`src/rtl/serial_pattern_pkg.sv`:
```
// Shared types and sizing helpers for the serial pattern transmitter.
package serial_pattern_pkg;

  typedef enum logic [1:0] {
    IDLE  = 2'd0,
    SHIFT = 2'd1,
    GAP   = 2'd2,
    DONE  = 2'd3
  } tx_state_e;

  // Width that holds 0..width/2, the most pairs a frame can contain.
  function automatic int cnt_width(input int width);
    return $clog2(width / 2 + 1);
  endfunction

endpackage

```
`src/rtl/serial_pattern_tx_pair_run_counter.sv`:
```
// Predicts the pulses of a two-consecutive-ones detector fed with bit_in.
module pair_run_counter #(
  parameter int CNT_W = 3
) (
  input  logic             clk,
  input  logic             rst,
  input  logic             clear,
  input  logic             bit_en,
  input  logic             bit_in,
  output logic [CNT_W-1:0] count
);

  logic run_odd;

  // A detector pulse consumes the pair, so run_odd restarts after each count.
  always_ff @(posedge clk) begin
    if (rst || clear) begin
      run_odd <= 1'b0;
      count   <= '0;
    end else if (bit_en) begin
      if (!bit_in) begin
        run_odd <= 1'b0;
      end else if (run_odd) begin
        run_odd <= 1'b0;
        count   <= count + 1'b1;
      end else begin
        run_odd <= 1'b1;
      end
    end
  end

endmodule

```
`src/rtl/serial_pattern_tx.sv`:
```
// Parallel-in/serial-out frame transmitter with trailing zero gap and
// predicted detector pulse count per frame.
module serial_pattern_tx
  import serial_pattern_pkg::*;
#(
  parameter  int WIDTH     = 8,
  parameter  int GAP_BITS  = 1,
  parameter  int LSB_FIRST = 0,
  localparam int CNT_W     = cnt_width(WIDTH)
) (
  input  logic             clk,
  input  logic             rst,
  input  logic [WIDTH-1:0] in_data,
  input  logic             in_valid,
  output logic             in_ready,
  output logic             sout,
  output logic             sout_valid,
  output logic             busy,
  output logic             word_done,
  output logic [CNT_W-1:0] match_cnt
);

  localparam int BIT_W = $clog2(WIDTH);
  localparam int GAP_W = $clog2(GAP_BITS + 1);

  tx_state_e        state;
  logic [WIDTH-1:0] shreg;
  logic [BIT_W-1:0] bit_cnt;
  logic [GAP_W-1:0] gap_cnt;
  logic [CNT_W-1:0] run_cnt;
  logic             accept;

  assign accept = (state == IDLE) && in_valid;

  function automatic logic head(input logic [WIDTH-1:0] d);
    return (LSB_FIRST != 0) ? d[0] : d[WIDTH-1];
  endfunction

  function automatic logic [WIDTH-1:0] advance(input logic [WIDTH-1:0] d);
    return (LSB_FIRST != 0) ? (d >> 1) : (d << 1);
  endfunction

  // Outputs are registered: the bit shown in a cycle is loaded at the edge before.
  always_ff @(posedge clk) begin
    if (rst) begin
      state      <= IDLE;
      shreg      <= '0;
      bit_cnt    <= '0;
      gap_cnt    <= '0;
      sout       <= 1'b0;
      sout_valid <= 1'b0;
      busy       <= 1'b0;
      word_done  <= 1'b0;
      in_ready   <= 1'b1;
      match_cnt  <= '0;
    end else begin
      case (state)
        IDLE: if (in_valid) begin
          state      <= SHIFT;
          sout       <= head(in_data);
          shreg      <= advance(in_data);
          bit_cnt    <= '0;
          sout_valid <= 1'b1;
          busy       <= 1'b1;
          in_ready   <= 1'b0;
        end
        SHIFT: if (bit_cnt == BIT_W'(WIDTH - 1)) begin
          state   <= GAP;
          sout    <= 1'b0;
          gap_cnt <= '0;
        end else begin
          sout    <= head(shreg);
          shreg   <= advance(shreg);
          bit_cnt <= bit_cnt + 1'b1;
        end
        GAP: if (gap_cnt == GAP_W'(GAP_BITS - 1)) begin
          state      <= DONE;
          sout_valid <= 1'b0;
          word_done  <= 1'b1;
          match_cnt  <= run_cnt;
        end else begin
          gap_cnt <= gap_cnt + 1'b1;
        end
        DONE: begin
          state     <= IDLE;
          word_done <= 1'b0;
          busy      <= 1'b0;
          in_ready  <= 1'b1;
        end
        default: state <= IDLE;
      endcase
    end
  end

  // Fed with every emitted bit; gap zeros only clear the odd-run flag.
  pair_run_counter #(.CNT_W(CNT_W)) u_pair_cnt (
    .clk    (clk),
    .rst    (rst),
    .clear  (accept),
    .bit_en (sout_valid),
    .bit_in (sout),
    .count  (run_cnt)
  );

endmodule

```
`config.mk`:
```
export PLATFORM = sky130hd
export DESIGN_NAME = serial_pattern_tx
export DESIGN_NICKNAME = d
export VERILOG_FILES = /design/src/rtl/serial_pattern_pkg.sv /design/src/rtl/serial_pattern_tx_pair_run_counter.sv /design/src/rtl/serial_pattern_tx.sv
export SDC_FILE = /design/constraint.sdc
export NUM_CORES = 1
export LEC_CHECK = 0
export BUFFER_PORTS_ARGS = -buffer_cell sky130_fd_sc_hd__buf_2
export CORE_MARGIN = 2
export CORE_UTILIZATION = 55
export DETAILED_ROUTE_END_ITERATION = 8
export MAX_ROUTING_LAYER = met4
export PLACE_DENSITY = 0.74
export SYNTH_ARGS = -nofsm -noshare
export SYNTH_HDL_FRONTEND = slang
export SYNTH_HIERARCHICAL = 1
export SYNTH_SLANG_ARGS = --single-unit
```
`constraint.sdc`:
```
create_clock -name clk -period 2.5 [get_ports clk]
set_input_delay 0 -clock clk [delete_from_list [all_inputs] [get_ports clk]]
set_output_delay 0 -clock clk [all_outputs]
set_load 0.02 [all_outputs]
```
Yosys cells after proc, flatten, opt, wreduce, memory -nomap -nowiden
Index checks and enable logic that the tools add are counted.
- multiplexer cells: 26
- $add $sub $neg: 3
- reductions and logical operators: 17
- bitwise gates (word level): 1
- eq/ne operators: 8
- operator list (operator ; number):
    $mux W8 ; 2
    $pmux W8 S2 ; 1
    $pmux W1 S2 ; 6
    $reduce_and A3 Y1 ; 4
    $mux W1 ; 10
    $reduce_and A2 Y1 ; 5
    $reduce_bool A2 Y1 ; 5
    $ne A2 B2 Y1 const B ; 4
    $pmux W2 S4 ; 1
    $add A3 B1 Y3 const B ; 2
    $mux W2 ; 3
    $mux W3 ; 2
    $pmux W3 S2 ; 1
    $eq A2 B2 Y1 const B ; 2
    $eq A3 B3 Y1 const B ; 1
    $eq A2 B1 Y1 const B ; 1
    $logic_not A2 Y1 ; 1
    $add A1 B1 Y1 const B ; 1
    $logic_and A1 B1 Y1 ; 1
    $logic_or A1 B1 Y1 ; 1
    $not A1 Y1 ; 1
- input bits: 11
- flip-flop bits (word level): 26
- logic and storage cells: 67
- output and inout port bits: 8

Logic depth before layout (Yosys ltp)
- depth after elaboration: 3
- gate-level depth with buffers: 7
- mapped depth without buffers: 5

Hierarchy
Netlist, hierarchy kept.
- modules (own cells, without submodules) (module ; times used ; cells each ; area an instance (µm²)):
    serial_pattern_tx ; 1 ; 114 ; 1058.5
    pair_run_counter ; 1 ; 19 ; 216.5

Worst setup path after synthesis
No wires, ideal clock.
- path type: reg-to-reg
- start point: reg state[0]
- end point: reg shreg[5]
- cell stages (with the launch flop): 7
- slack: 0.824 ns
- clock period less this slack: 1.676 ns
- arrival: 1.605 ns
- path through: dfxtp_1 > inv_1 > ha_1 > nor2b_4 > buf_6 > or4_1 > a21oi_1
- longest elaborated chain between the ends: 3
- elaborated cells between the ends (all ways): 7
- those cells by class: eq/ne: 3; mux: 1; reduce/logical: 3
- RTL lines (element ; RTL line ; source):
    start: declaration ; serial_pattern_tx.sv:26 ; tx_state_e state;
    start signal: assignment ; serial_pattern_tx.sv:46 ; state <= IDLE;
    start signal: assignment ; serial_pattern_tx.sv:59 ; state <= SHIFT;
    start signal: assignment ; serial_pattern_tx.sv:68 ; state <= GAP;
    $eq A2 B1 Y1 / $logic_not A2 Y1 (equally long branches) ; serial_pattern_tx.sv:57 ; case (state)
    $ne A2 B2 Y1 (no line) / $reduce_bool A2 Y1 (equally long branches) ; -- ;
    $reduce_and A3 Y1 (no line) ; -- ;
    end signal: assignment ; serial_pattern_tx.sv:61 ; shreg <= advance(in_data);
    end signal: assignment ; serial_pattern_tx.sv:73 ; shreg <= advance(shreg);
    end: declaration ; serial_pattern_tx.sv:27 ; logic [WIDTH-1:0] shreg;
Several ways; a longest one is shown, not always the timed one.
A chain may end at the register's enable or synchronous reset.

Worst setup path in the final report
- start point: reg state[0]
- end point: reg shreg[2]
Same word-level chain as after synthesis.

==> impl_metrics.toml <==
[drt]
vias = 1065
wire_per_inst_um = 14.3
met2_length_um = 1150
drtIter0Drc = 9
wl_met1_um = 1230
via_per_inst = 6.05
drc_errors = 0
highest-signal-layer = "met4"
firstDrtPassIters = 4
ant_nets = 0
wl_um = 2510
routed-wl-met3_um = 105

[setup_path]
crit_path_max_incr_delay_ns = 0.78
r2r_start = "state[0]$_SDFFE_PP0P_"
cp-end-kind = "flop"
worst-endpoint-arrival_ns = 2.24
cp_top_family = "simple AND/OR/NAND/NOR gates"
path_class = "reg2reg"
crit_chain = "inv_1, ha_1, nor2_1, or4_1, a21oi_1"
cp_slowest_cell = "nor2_1"
crit_start = "state[0]$_SDFFE_PP0P_"
crit_path_start_kind = "flop"
critPathBufInv = 1
crit_fanout = 16
required_ns = 2.70

[clock_tree]
cts_buffers = 3
insertion_delay_ns = 0.31
clkTransAtPathRegs_ns = 0.13
clock_path_buffers = 2
root_buffer = "clkbuf_4"
cts_setup_buffers = 0
htree_levels = 1
cts_tree = "yes"
ctsHoldBuffers = 2
ctsResizeCount = 0
cts.sinks = 24

[logic_synthesis]
synth_cell_types = 33
synth_area_leaders = "dfxtp_1 38%, ha_1 8.8%, mux2i_1 7.1%, a21oi_1 5.9%, o31ai_1 5.9%"
ys_seq_elements = 24
seq_area_frac_synth_pct = 37.7
synth_top_area_share_pct = 37.7
synthArstFlopShare_pct = 0
synth_nets = 153
synth_ff_type = "dfxtp_1"
synth.avg_cell_area_um2 = 9.59
synth_top_cell_by_area = "dfxtp_1"
synthTopCellsByCount = "24 x dfxtp_1, 15 x a21oi_1, 10 x o31ai_1"
synth_edf_count = 0
synth_cells = 133
syn_area_um2 = 1270
yosys_warnings = 6
synth.most_common_cell = "dfxtp_1"

[global_route]
grt_pass1_wl_um = 4260
antenna_found_initial = 0
grt_max_degree = 27
grt_pass1_vias = 960
gr-usage-all-layers_pct = 21.3
overflow = 0

[power_and_ir_drop]
power_mw = 1.40
peakVddDrop_mv = 0.579
leakagePower_nw = 0.591
p_per_area_nw_per_um2 = 999

[timing]
rsz0062_at_grt = "no"
final_hold_viol_count = 0
finalMaxSlewViolations = 0
max_slew_margin_pct = 34.9
fin_crit_sh_pct = 81.9
fin_tns_setup_ns = 0
clock_skew_ns = 0.0115
tightest_slew_ns = 0.973
finalWorstSetupSlack_ns = 0.454
fmax_mhz = 489
setup_viol = 0
finalCriticalPeriod_ns = 2.05

[cells_and_area]
finalNetCount = 170
syn_to_final_growth_pct = 9.81
drive_gt1_share_pct = 18.2
instances_no_fill = 176
antenna_cells = 0

[hold_path]
holdCritStartpoint = "in_data[3]"
hp-class = "in2reg"

[floorplanning]
dieArea_um2 = 2720
core_um2 = 2210
start_util_pct = 57.6
ioPinCount = 19
die_h_um = 52.1
rows = 17
die_x_um = 52.1

[placement]
place_congestion = 0.732
dpl.cell_count = 171
pre_cts_slack_ns = 0.511
dp_hpwl_um = 1690
io_buffer_count = 18

[outcome]
status = "complete, no violations"

[flow_run]
max_cap_violations = 0
==> logic make-up (layout without fill, tap and decap cells) <==
kind of cell | count (synthesis) | count (layout) | synth area share (%)
AO/OA/AOI/OAI | 36 | 36 | 18.2
adder cells (fa/ha/maj) | 9 | 9 | 8.83
buffers and inverters | 13 | 28 | 4.81
flip-flops | 24 | 24 | 37.7
multiplexers | 13 | 13 | 11.5
AND/OR/NAND/NOR | 38 | 38 | 19.0
==> where the power goes <==
group	internal (mW)	switching, mW
registers	0.480	0.0736
logic	0.274	0.405
clock network	0.0563	0.110
total	0.810	0.588
==> per-layer routing <==
metal | GRT usage (%) | vias up
met3 | 2.59 | 4
met4 | 8.97 | 0
li1 | - | 527
met1 | 26.8 | 510
met5 | - | -
met2 | 34.8 | 24
==> path summary, 6_finish.rpt <==
check / endpoint / slack (ns) / cells past startpoint
max: shreg[2]$_SDFFE_PP0P_ / 0.45 / 5
min: shreg[4]$_SDFFE_PP0P_ / 0.08 / 4
max reg2reg: shreg[2]$_SDFFE_PP0P_ / 0.45 / 5
min reg2reg: shreg[7]$_SDFFE_PP0P_ / 0.47 / 2
==> worst min-delay path, delay by kind of cell <==
family | cells | cell delay [ns]
AND/OR/NAND/NOR | 1 | 0.11
multiplexers | 1 | 0.10
buffers and inverters | 1 | 0.09
AO/OA/AOI/OAI | 1 | 0.06
==> state kept, by name, summed over array words and instances (netlist names) <==
signal              cells
shreg                   7
u_pair_cnt/count        3
busy                    1
sout                    1
sout_valid              1
bit_cnt                 3
word_done               1
state                   2
u_pair_cnt/run_odd      1
match_cnt               3
in_ready                1
==> metrics by stage <==
step                area (um2)  util (%)  hold slack [ns]
floorplan                 1270         -           0.0728
global placement          1360      61.4            0.299
detailed placement        1360      61.4            0.285
CTS                       1400      63.3           0.0780
global route              1400      63.3           0.0774
finish                    1400      63.3           0.0764
==> area by class of cell <==
| type | instances | area (um2) |
|---|---|---|
| fillers | 203 | 812 |
| multi-input cells | 96 | 733 |
| flip-flops and latches | 24 | 480 |
| repair buffers | 20 | 110 |
| well taps | 28 | 35.0 |
| clock buffers | 3 | 22.5 |
| inverters | 5 | 18.8 |
==> placed cells by master (no fill, tap or decap), types with 4 or more instances in the layout <==
| master | n |
|---|---|
| mux2i_1 | 9 |
| dfxtp_1 | 24 |
| buf_2 | 18 |
| o2111ai_1 | 4 |
| a21oi_1 | 15 |
| nor2_1 | 7 |
| nor3b_1 | 4 |
| o31ai_1 | 10 |
| inv_1 | 5 |
| ha_1 | 9 |
| nor3_1 | 4 |
| or4_1 | 6 |
| nor2b_1 | 4 |
(Power assumes the default switching activity.)
